--- src/rtl/batchnorm_pkg.sv ---
// Shared definitions for the BatchNorm channel sequencer: default sizes and FSM states.
package batchnorm_pkg;

   localparam int BN_DATA_W = 16;
   localparam int BN_LOG2_N = 4;

   typedef enum logic [2:0] {
      ST_IDLE = 3'd0,
      ST_ACC  = 3'd1,
      ST_STAT = 3'd2,
      ST_NORM = 3'd3,
      ST_FIN  = 3'd4
   } bn_state_e;

   function automatic logic state_busy(input bn_state_e st);
      return (st != ST_IDLE);
   endfunction

endpackage

--- src/rtl/batchnorm_stat_calc.sv ---
// Channel statistics from the accumulated sums: floor mean and variance clamped at zero.
module batchnorm_stat_calc
   import batchnorm_pkg::*;
#(
   parameter int DATA_W = BN_DATA_W,
   parameter int LOG2_N = BN_LOG2_N
) (
   input  logic signed [DATA_W+LOG2_N-1:0]   sum_i,
   input  logic        [2*DATA_W+LOG2_N-1:0] sumsq_i,
   output logic signed [DATA_W-1:0]          mean_o,
   output logic        [2*DATA_W-1:0]        var_o
);

   logic signed [2*DATA_W-1:0] mean_ext_s;
   logic signed [2*DATA_W-1:0] msq_s;
   logic        [2*DATA_W-1:0] ex2_s;
   logic signed [2*DATA_W:0]   diff_s;

   // Dropping the low LOG2_N bits of a signed sum is an arithmetic shift, i.e. a floor divide.
   always_comb begin
      mean_o     = sum_i[DATA_W+LOG2_N-1:LOG2_N];
      mean_ext_s = {{DATA_W{sum_i[DATA_W+LOG2_N-1]}}, sum_i[DATA_W+LOG2_N-1:LOG2_N]};
      msq_s      = mean_ext_s * mean_ext_s;
      ex2_s      = sumsq_i[2*DATA_W+LOG2_N-1:LOG2_N];
      diff_s     = {1'b0, ex2_s} - {1'b0, msq_s};
      if (diff_s[2*DATA_W]) begin
         var_o = '0;
      end else begin
         var_o = diff_s[2*DATA_W-1:0];
      end
   end

endmodule

--- src/rtl/batchnorm_seq_ctrl.sv ---
// Two-pass BatchNorm channel sequencer: accumulate statistics, then stream elements out.
module batchnorm_seq_ctrl
   import batchnorm_pkg::*;
#(
   parameter int DATA_W = BN_DATA_W,
   parameter int LOG2_N = BN_LOG2_N
) (
   input  logic                       clk,
   input  logic                       rst_n,
   input  logic                       start,
   output logic                       busy,
   output logic                       done,
   output logic                       rd_en,
   output logic [LOG2_N-1:0]          rd_addr,
   input  logic signed [DATA_W-1:0]   rd_data,
   output logic                       norm_valid,
   input  logic                       norm_ready,
   output logic signed [DATA_W-1:0]   norm_data,
   output logic signed [DATA_W-1:0]   mean_out,
   output logic [2*DATA_W-1:0]        var_out
);

   localparam int SUM_W = DATA_W + LOG2_N;
   localparam int SQ_W  = 2*DATA_W + LOG2_N;
   localparam logic [LOG2_N:0] N_C    = {1'b1, {LOG2_N{1'b0}}};
   localparam logic [LOG2_N:0] LAST_C = {1'b0, {LOG2_N{1'b1}}};
   localparam logic [LOG2_N:0] ONE_C  = {{LOG2_N{1'b0}}, 1'b1};

   bn_state_e                 state_q, state_d;
   logic [LOG2_N:0]           rd_cnt_q, rd_cnt_d;
   logic [LOG2_N:0]           elem_cnt_q, elem_cnt_d;
   logic                      pend_q, pend_d;
   logic signed [SUM_W-1:0]   sum_q, sum_d;
   logic [SQ_W-1:0]           sumsq_q, sumsq_d;
   logic signed [DATA_W-1:0]  norm_data_q, norm_data_d;
   logic                      norm_valid_q, norm_valid_d;
   logic signed [DATA_W-1:0]  mean_q, mean_d;
   logic [2*DATA_W-1:0]       var_q, var_d;

   logic signed [DATA_W-1:0]  stat_mean_s;
   logic [2*DATA_W-1:0]       stat_var_s;
   logic signed [2*DATA_W-1:0] rd_ext_s;
   logic signed [2*DATA_W-1:0] sq_s;
   logic                      rd_en_s;
   logic                      xfer_s;
   logic                      acc_last_s;
   logic                      xfer_last_s;

   batchnorm_stat_calc #(
      .DATA_W (DATA_W),
      .LOG2_N (LOG2_N)
   ) u_stat (
      .sum_i   (sum_q),
      .sumsq_i (sumsq_q),
      .mean_o  (stat_mean_s),
      .var_o   (stat_var_s)
   );

   assign rd_ext_s    = {{DATA_W{rd_data[DATA_W-1]}}, rd_data};
   assign sq_s        = rd_ext_s * rd_ext_s;
   assign xfer_s      = norm_valid_q && norm_ready;
   assign acc_last_s  = (state_q == ST_ACC) && pend_q && (elem_cnt_q == LAST_C);
   assign xfer_last_s = (state_q == ST_NORM) && xfer_s && (elem_cnt_q == LAST_C);

   // State register.
   always_ff @(posedge clk or negedge rst_n) begin
      if (!rst_n) begin
         state_q <= ST_IDLE;
      end else begin
         state_q <= state_d;
      end
   end

   // Next-state logic.
   always_comb begin
      state_d = state_q;
      case (state_q)
         ST_IDLE: begin
            if (start) begin
               state_d = ST_ACC;
            end else begin
               state_d = ST_IDLE;
            end
         end
         ST_ACC: begin
            if (acc_last_s) begin
               state_d = ST_STAT;
            end else begin
               state_d = ST_ACC;
            end
         end
         ST_STAT: state_d = ST_NORM;
         ST_NORM: begin
            if (xfer_last_s) begin
               state_d = ST_FIN;
            end else begin
               state_d = ST_NORM;
            end
         end
         ST_FIN:  state_d = ST_IDLE;
         default: state_d = ST_IDLE;
      endcase
   end

   // FSM outputs; in NORM a read is only launched when its result has somewhere to land.
   always_comb begin
      busy    = state_busy(state_q);
      done    = (state_q == ST_FIN);
      rd_addr = rd_cnt_q[LOG2_N-1:0];
      case (state_q)
         ST_ACC:  rd_en_s = (rd_cnt_q != N_C);
         ST_NORM: rd_en_s = !pend_q && (rd_cnt_q != N_C) && (!norm_valid_q || norm_ready);
         default: rd_en_s = 1'b0;
      endcase
   end

   assign rd_en = rd_en_s;

   // Datapath next-state: counters, accumulators, output register and captured statistics.
   always_comb begin
      rd_cnt_d     = rd_cnt_q;
      elem_cnt_d   = elem_cnt_q;
      sum_d        = sum_q;
      sumsq_d      = sumsq_q;
      norm_data_d  = norm_data_q;
      norm_valid_d = norm_valid_q;
      mean_d       = mean_q;
      var_d        = var_q;
      pend_d       = rd_en_s;
      case (state_q)
         ST_IDLE: begin
            rd_cnt_d   = '0;
            elem_cnt_d = '0;
            if (start) begin
               sum_d   = '0;
               sumsq_d = '0;
            end else begin
               sum_d   = sum_q;
               sumsq_d = sumsq_q;
            end
         end
         ST_ACC: begin
            if (rd_en_s) begin
               rd_cnt_d = rd_cnt_q + ONE_C;
            end else begin
               rd_cnt_d = rd_cnt_q;
            end
            if (pend_q) begin
               sum_d      = sum_q + {{LOG2_N{rd_data[DATA_W-1]}}, rd_data};
               sumsq_d    = sumsq_q + {{LOG2_N{1'b0}}, sq_s};
               elem_cnt_d = elem_cnt_q + ONE_C;
            end else begin
               elem_cnt_d = elem_cnt_q;
            end
         end
         ST_STAT: begin
            mean_d     = stat_mean_s;
            var_d      = stat_var_s;
            rd_cnt_d   = '0;
            elem_cnt_d = '0;
         end
         ST_NORM: begin
            if (rd_en_s) begin
               rd_cnt_d = rd_cnt_q + ONE_C;
            end else begin
               rd_cnt_d = rd_cnt_q;
            end
            if (pend_q) begin
               norm_data_d  = rd_data;
               norm_valid_d = 1'b1;
            end else if (xfer_s) begin
               norm_valid_d = 1'b0;
            end else begin
               norm_valid_d = norm_valid_q;
            end
            if (xfer_s) begin
               elem_cnt_d = elem_cnt_q + ONE_C;
            end else begin
               elem_cnt_d = elem_cnt_q;
            end
         end
         ST_FIN: begin
            rd_cnt_d     = '0;
            elem_cnt_d   = '0;
            norm_valid_d = 1'b0;
         end
         default: begin
            rd_cnt_d   = '0;
            elem_cnt_d = '0;
         end
      endcase
   end

   // Datapath registers; reset clears the in-flight flag so stale read data is dropped.
   always_ff @(posedge clk or negedge rst_n) begin
      if (!rst_n) begin
         rd_cnt_q     <= '0;
         elem_cnt_q   <= '0;
         pend_q       <= 1'b0;
         sum_q        <= '0;
         sumsq_q      <= '0;
         norm_data_q  <= '0;
         norm_valid_q <= 1'b0;
         mean_q       <= '0;
         var_q        <= '0;
      end else begin
         rd_cnt_q     <= rd_cnt_d;
         elem_cnt_q   <= elem_cnt_d;
         pend_q       <= pend_d;
         sum_q        <= sum_d;
         sumsq_q      <= sumsq_d;
         norm_data_q  <= norm_data_d;
         norm_valid_q <= norm_valid_d;
         mean_q       <= mean_d;
         var_q        <= var_d;
      end
   end

   assign norm_valid = norm_valid_q;
   assign norm_data  = norm_data_q;
   assign mean_out   = mean_q;
   assign var_out    = var_q;

endmodule

--- config.mk ---
export PLATFORM = sky130hd
export DESIGN_NAME = batchnorm_seq_ctrl
export DESIGN_NICKNAME = d
export VERILOG_FILES = /design/src/rtl/batchnorm_pkg.sv /design/src/rtl/batchnorm_stat_calc.sv /design/src/rtl/batchnorm_seq_ctrl.sv
export SDC_FILE = /design/constraint.sdc
export NUM_CORES = 2
export LEC_CHECK = 0
export ABC_AREA = 0
export BUFFER_PORTS_ARGS = -buffer_cell sky130_fd_sc_hd__buf_2
export CORE_ASPECT_RATIO = 1.4
export CORE_MARGIN = 2
export CORE_UTILIZATION = 35
export CTS_BUF_LIST = sky130_fd_sc_hd__clkbuf_16
export CTS_CLUSTER_DIAMETER = 150
export DETAILED_ROUTE_END_ITERATION = 16
export MAX_ROUTING_LAYER = met4
export PLACE_DENSITY = 0.5
export SETUP_SLACK_MARGIN = 0.1
export SLEW_MARGIN = 0
export SYNTH_ARGS = -nofsm -noshare
export SYNTH_HDL_FRONTEND = slang
export SYNTH_HIERARCHICAL = 1
export SYNTH_SLANG_ARGS = --single-unit
--- constraint.sdc ---
create_clock -name clk -period 9.4 [get_ports clk]
set_input_delay 0.94 -clock clk [delete_from_list [all_inputs] [get_ports clk]]
set_output_delay 0.94 -clock clk [all_outputs]
set_load 0.05 [all_outputs]
Word-level counts from Yosys, hierarchy flattened
Index checks and enable logic that the tools add are counted.

operators by class
  add/subtract/negate cells = 5
  multipliers = 2
  equal/unequal tests = 11
  mux-type cells = 20
  reduce and logical (&&, ||, !) cells = 19

operators by type and width
  cell                   count
  $mux W36               2
  $pmux W36 S2           1
  $mul A16 B16 Y32       2
  $mux W20               2
  $pmux W20 S2           1
  $add A36 B32 Y36       1
  $sub A32 B32 Y33       1
  $mux W32               1
  $add A20 B20 Y20       1
  $mux W5                4
  $pmux W3 S4            1
  $add A5 B1 Y5 const B  2
  $pmux W5 S2            1
  $logic_and A1 B1 Y1    7
  $eq A3 B2 Y1 const B   2
  $ne A2 B2 Y1 const B   3
  $reduce_and A2 Y1      3
  $eq A5 B4 Y1 const B   1
  $ne A5 B5 Y1 const B   1
  $pmux W1 S2            2
  $reduce_bool A2 Y1     2
  $eq A3 B1 Y1 const B   1
  $eq A3 B3 Y1 const B   1
  $logic_not A3 Y1       1
  other kinds (10)       13

storage, ports and cells
  register bits = 135
  output and inout bits = 72
  logic and storage cells = 67

Depth between registers and ports, before layout
  depth after elaboration = 6
  gate-level depth with buffers = 36
  gate-level depth less buffers = 35

Hierarchy
Netlist, hierarchy kept.

modules (own cells, without submodules)
  module               instances  cells each  area an instance (um2)  sequential area each (um2)
  batchnorm_seq_ctrl   1          1716        16334.4                 3378.2
  batchnorm_stat_calc  1          1242        10790.3                 0.0

Least setup slack after synthesis
No wires, ideal clock.

  path kind = input -> register
  from = input port rd_data[4]
  to = register sumsq_q[33]
  library setup time = 79 ps
  arrival = 8641 ps
  data required time = 9321 ps
  setup slack = 679 ps
  stages = 32
  cells stage by stage = clkbuf_1 -> clkbuf_1 -> nand2_1 -> fa_1 -> inv_1 -> fa_1 -> fa_1 -> fa_1 -> fa_1 -> inv_1 -> fa_1 -> inv_1 -> ha_1 -> and4_1 -> a221o_1 -> a31o_2 -> a21oi_1 -> a2bb2oi_1 -> o31a_1 -> nor2b_1 -> xnor2_1 -> ha_1 -> clkbuf_1 -> a21oi_1 -> o21ai_0 -> a21o_1 -> a22o_1 -> a311o_1 -> a21oi_2 -> nor2b_1 -> o211ai_2 -> mux2i_1

between the ends
  longest elaborated chain between the ends = 4

ends and longest elaborated chain
  element                 line                       source
  start: declaration      batchnorm_seq_ctrl.sv:15   input logic signed [DATA_W-1:0] rd_data,
  $mul A16 B16 Y32        batchnorm_seq_ctrl.sv:60   assign sq_s = rd_ext_s * rd_ext_s;
  $add A36 B32 Y36        batchnorm_seq_ctrl.sv:150  sumsq_d = sumsq_q + {{LOG2_N{1'b0}}, sq_s};
  $mux W36                batchnorm_seq_ctrl.sv:148  if (pend_q) begin
  $pmux W36 S2            batchnorm_seq_ctrl.sv:130  case (state_q)
  end signal: assignment  batchnorm_seq_ctrl.sv:211  sumsq_q <= sumsq_d;
  end: declaration        batchnorm_seq_ctrl.sv:34   logic [SQ_W-1:0] sumsq_q, sumsq_d;

No other way between the ends. The select of a mux whose other input is x is not followed.
A chain may end at the register's enable or synchronous reset.

Worst setup path after layout
  from = register sum_q[10]
  to = register var_q[8] (netlist: var_out[8])

between the ends
  longest elaborated chain between the ends = 3

ends and longest elaborated chain
  element                   line                       source
  start: declaration        batchnorm_seq_ctrl.sv:33   logic signed [SUM_W-1:0] sum_q, sum_d;
  start signal: assignment  batchnorm_seq_ctrl.sv:210  sum_q <= sum_d;
  $mul A16 B16 Y32          batchnorm_stat_calc.sv:23  msq_s = mean_ext_s * mean_ext_s;
  $sub A32 B32 Y33          batchnorm_stat_calc.sv:25  diff_s = {1'b0, ex2_s} - {1'b0, msq_s};
  $mux W32                  batchnorm_stat_calc.sv:26  if (diff_s[2*DATA_W]) begin
  named net stat_var_s[8]   batchnorm_seq_ctrl.sv:41   logic [2*DATA_W-1:0] stat_var_s;
  end signal: assignment    batchnorm_seq_ctrl.sv:215  var_q <= var_d;
  end: declaration          batchnorm_seq_ctrl.sv:38   logic [2*DATA_W-1:0] var_q, var_d;

The timed path passes the listed nets, and every way through them passes these cells.

==> implementation parameters <==
Parameter                              Value

Run status
  Outcome ... finished clean

Cells and area
  Count of inserted antenna diode cells ... 0
  Share of final-layout standard cells stronger than drive strength 1 ... 0.0894
  Final-stage net count ... 3792
  Final cell count without fillers ... 4020
  Synth-to-Final Area Change ... 8.32%

STA
  Period minus WS final ... 8700 ps
  Final count of negative-setup-slack endpoints ... 0
  Worst max-slew margin expressed relative to the limit ... 0.361
  Worst hold-check slack ... 485 ps
  RSZ-0062 raised after global routing ... false
  Max Clock Skew ... 22.2 ps
  Actual transition at the worst max-transition pin ... 958 ps
  Number of hold violations in the final report ... 0
  Post-route worst setup slack ... 695 ps
  Post-Route Setup TNS ... 0 ps
  Number of max-slew violations in the final report ... 0
  Maximum achievable frequency ... 115 MHz
  Fraction of the cycle the final worst path needs ... 0.926

Worst setup path
  Peak per-stage delay on the critical path ... 840 ps
  Critical Path Most Common Cell ... fa_1
  R2r startpoint ... sum_q[10]$_DFFE_PN0P_
  Required time worst endpoint ... 9820 ps
  Biggest fanout along the worst timing path ... 31
  Critical Path Sink Type ... register
  Buffers plus inverters on the worst setup path ... 5
  WS Path Type ... register to register
  Family with the most delay on the worst path ... adder cells
  Number of cells on the worst reg-to-reg path ... 32
  CP Launch Type ... register
  CP Data Arrival Time ... 9120 ps
  Crit path max-delay cell type ... dfrtp_1
  Worst r2r dst ... var_out[8]$_DFFE_PN0P_
  Register-to-register setup slack ... 700 ps

Floorplanning
  I/O pins ... 92
  Initial Utilization ... 0.354
  Die boundary height ... 333 µm
  Width of the die ... 239 µm
  Core region area ... 76600 µm²
  Placement row count ... 120
  Total Die Area ... 79800 µm²

Synth
  Number of distinct standard cells referenced by the synthesized netlist ... 78
  Xor-xnor portion of the synthesized cell area ... 0.0504
  Cell taking the most area after synthesis ... fa_1
  Number of nets produced by synthesis ... 3717
  Count leader, synth ... inv_1
  Part of the Yosys area used for sequential elements ... 0.125
  Area fraction of the dominant cell type after synthesis ... 0.351
  Netlist Area Pre-Place ... 27100 µm²
  Post-synthesis register bit count ... 135
  Synth async-reset ratio ... 1.00
  Main flop type after synthesis ... dfrtp_1
  Portion of netlist area occupied by mux cells ... 0.0248
  Mapped Avg Cell Area ... 9.17 µm²
  Number of enable-type register cells in the synthesized netlist ... 0
  Synth warn ... 6
  Dominant combinational cell family by area after synthesis ... adder cells
  Simple logic cell fraction of the synthesized area ... 0.111
  Top cells by area in the synthesized netlist ... fa_1 (35%), dfrtp_1 (12%), ha_1 (12%)
  Most common library cells after synthesis ... inv_1 (684), fa_1 (476), nand2_1 (266)
  Synth Area in Adders ... 0.473
  Syn Inst Count ... 2958
  Complex-gate fraction of the synthesized area ... 0.106

Placement
  Port Buffers ... 91
  RePlAce Congestion ... 0.862
  Post-DP HPWL ... 60500 µm
  Placed Cells incl. Taps ... 3990
  Placement Setup Slack ... 231 ps

Clock tree
  H-tree depth ... 4
  Hold_buf cts ... 0
  Clock tree root driver cell ... clkbuf_16
  Sink count of the clock tree ... 135
  Clock slew at the register clock pins of the worst setup and hold paths ... 80 ps
  Total of cells resized after clock tree synthesis ... 0
  TritonCTS clock tree ... yes
  Source-to-sink clock delay at the later pin of the worst-skew pair ... 500 ps
  Number of setup buffers added after CTS ... 0
  TritonCTS Buffers ... 17
  Clock tree buffer depth ... 2

Routing
  Antenna Nets Post-Route ... 0
  DRC violation count after routing ... 0
  First-pass iteration count of the detailed router ... 5
  Routed vias ... 19632
  DR iter-0 viols ... 722
  Final WL ... 70700 µm
  Routed WL per cell ... 17.6 µm
  Mean number of vias per cell ... 4.88

Flow run
  Reported max-cap violation count ... 0

Global routing
  Vias in the first global route ... 21904
  Largest net degree at the start of global routing ... 88
  Antenna violations before repair ... 0
  Wire length of the first global-routing pass ... 117000 µm
  Global-route congestion overflow total ... 0
  Overall Global Routing Usage ... 0.194

Hold path
  Hold-critical path depth ... 2
  Class of the tightest hold or removal check ... register to register
  Hold_sp ... norm_data[7]$_DFFE_PN0P_
  Worst hold endpoint ... norm_data[7]$_DFFE_PN0P_
==> cell type report <==
type	instances	area, µm²
clock inverters	13	133
inverters	685	2570
well taps	976	1220
multi-input cells	2045	20800
flip-flops and latches	135	3380
repair buffers	149	897
clock buffers	17	425
fillers	7763	47200
==> worst max-delay path by stage <==
stage,startpoint,endpoint,cells past startpoint
final,sum_q[10]$_DFFE_PN0P_,var_out[8]$_DFFE_PN0P_,32
after global routing,sum_q[10]$_DFFE_PN0P_,var_out[30]$_DFFE_PN0P_,32
after CTS,sum_q[6]$_DFFE_PN0P_,var_out[8]$_DFFE_PN0P_,25
after detailed placement,rd_data[5],sumsq_q[35]$_DFFE_PN0P_,35
after global placement,rd_data[5],sumsq_q[35]$_DFFE_PN0P_,35
after floorplan,rd_data[4],sumsq_q[33]$_DFFE_PN0P_,32
==> layout by cell type (no fill, tap or decap), drive strengths merged, types with 5 or more instances in the layout <==
cell type,netlist,routed
ha,263,263
clkinv,1,6
or3,9,9
o22ai,6,6
nand2b,22,22
xnor2,89,89
nor2,148,148
nand2,266,266
o31ai,10,10
mux2,57,57
o211ai,11,11
nor2b,16,16
nand4,15,15
and3,15,15
nor3,13,13
a31oi,8,8
a211oi,12,12
clkbuf,63,17
o21a,18,18
a21o,45,45
o21bai,16,16
a22o,11,11
fa,476,476
nand3,27,27
or2,9,9
o21ai,112,112
buf,30,149
xor2,67,67
a31o,6,6
dfrtp,135,135
a21oi,141,141
inv,684,686
a21boi,5,5
and2,98,98
==> worst register-to-register path, delay by kind of cell (launching register included) <==
kind,cells,cell delay [ps]
AO/OA/AOI/OAI,7,1400
AND/OR/NAND/NOR,10,2080
flip-flops,1,840
multiplexers,1,180
adder cells (fa/ha/maj),8,3420
XOR/XNOR,1,180
buffers and inverters,5,530
==> logic make-up (layout without fill, tap and decap cells) <==
family / after synthesis / in the layout
buf+inv: 778 / 864
fa+ha+maj: 739 / 739
simple gates: 650 / 650
compound gates: 440 / 440
xor+xnor: 156 / 156
flops: 135 / 135
mux: 60 / 60
==> metal layers <==
layer | vias up | GRT usage | routed length [µm]
met5 | - | - | 0
met4 | 0 | 0.0759 | 2820
met3 | 110 | 0.0222 | 1640
met2 | 287 | 0.340 | 36300
met1 | 9877 | 0.226 | 29900
li1 | 9358 | - | -
==> sequential cells by signal (all words and copies together) (netlist names) <==
name        cells
sumsq_q        36
var_out        32
sum_q          20
mean_out       16
norm_data      16
elem_cnt_q      5
rd_cnt_q        5
state_q         3
norm_valid      1
pend_q          1
==> per-stage QoR <==
stage	instance area (µm²)	util
6_report	29400	0.384
5_1_grt	29400	0.384
4_1_cts	29400	0.384
3_5_place_dp	28800	0.376
3_3_place_gp	28800	0.376
2_1_floorplan	27100	-
Power is left out: the tool's default activity adds up to more than one toggle a clock period on the data nets, which glitch-free logic cannot reach.
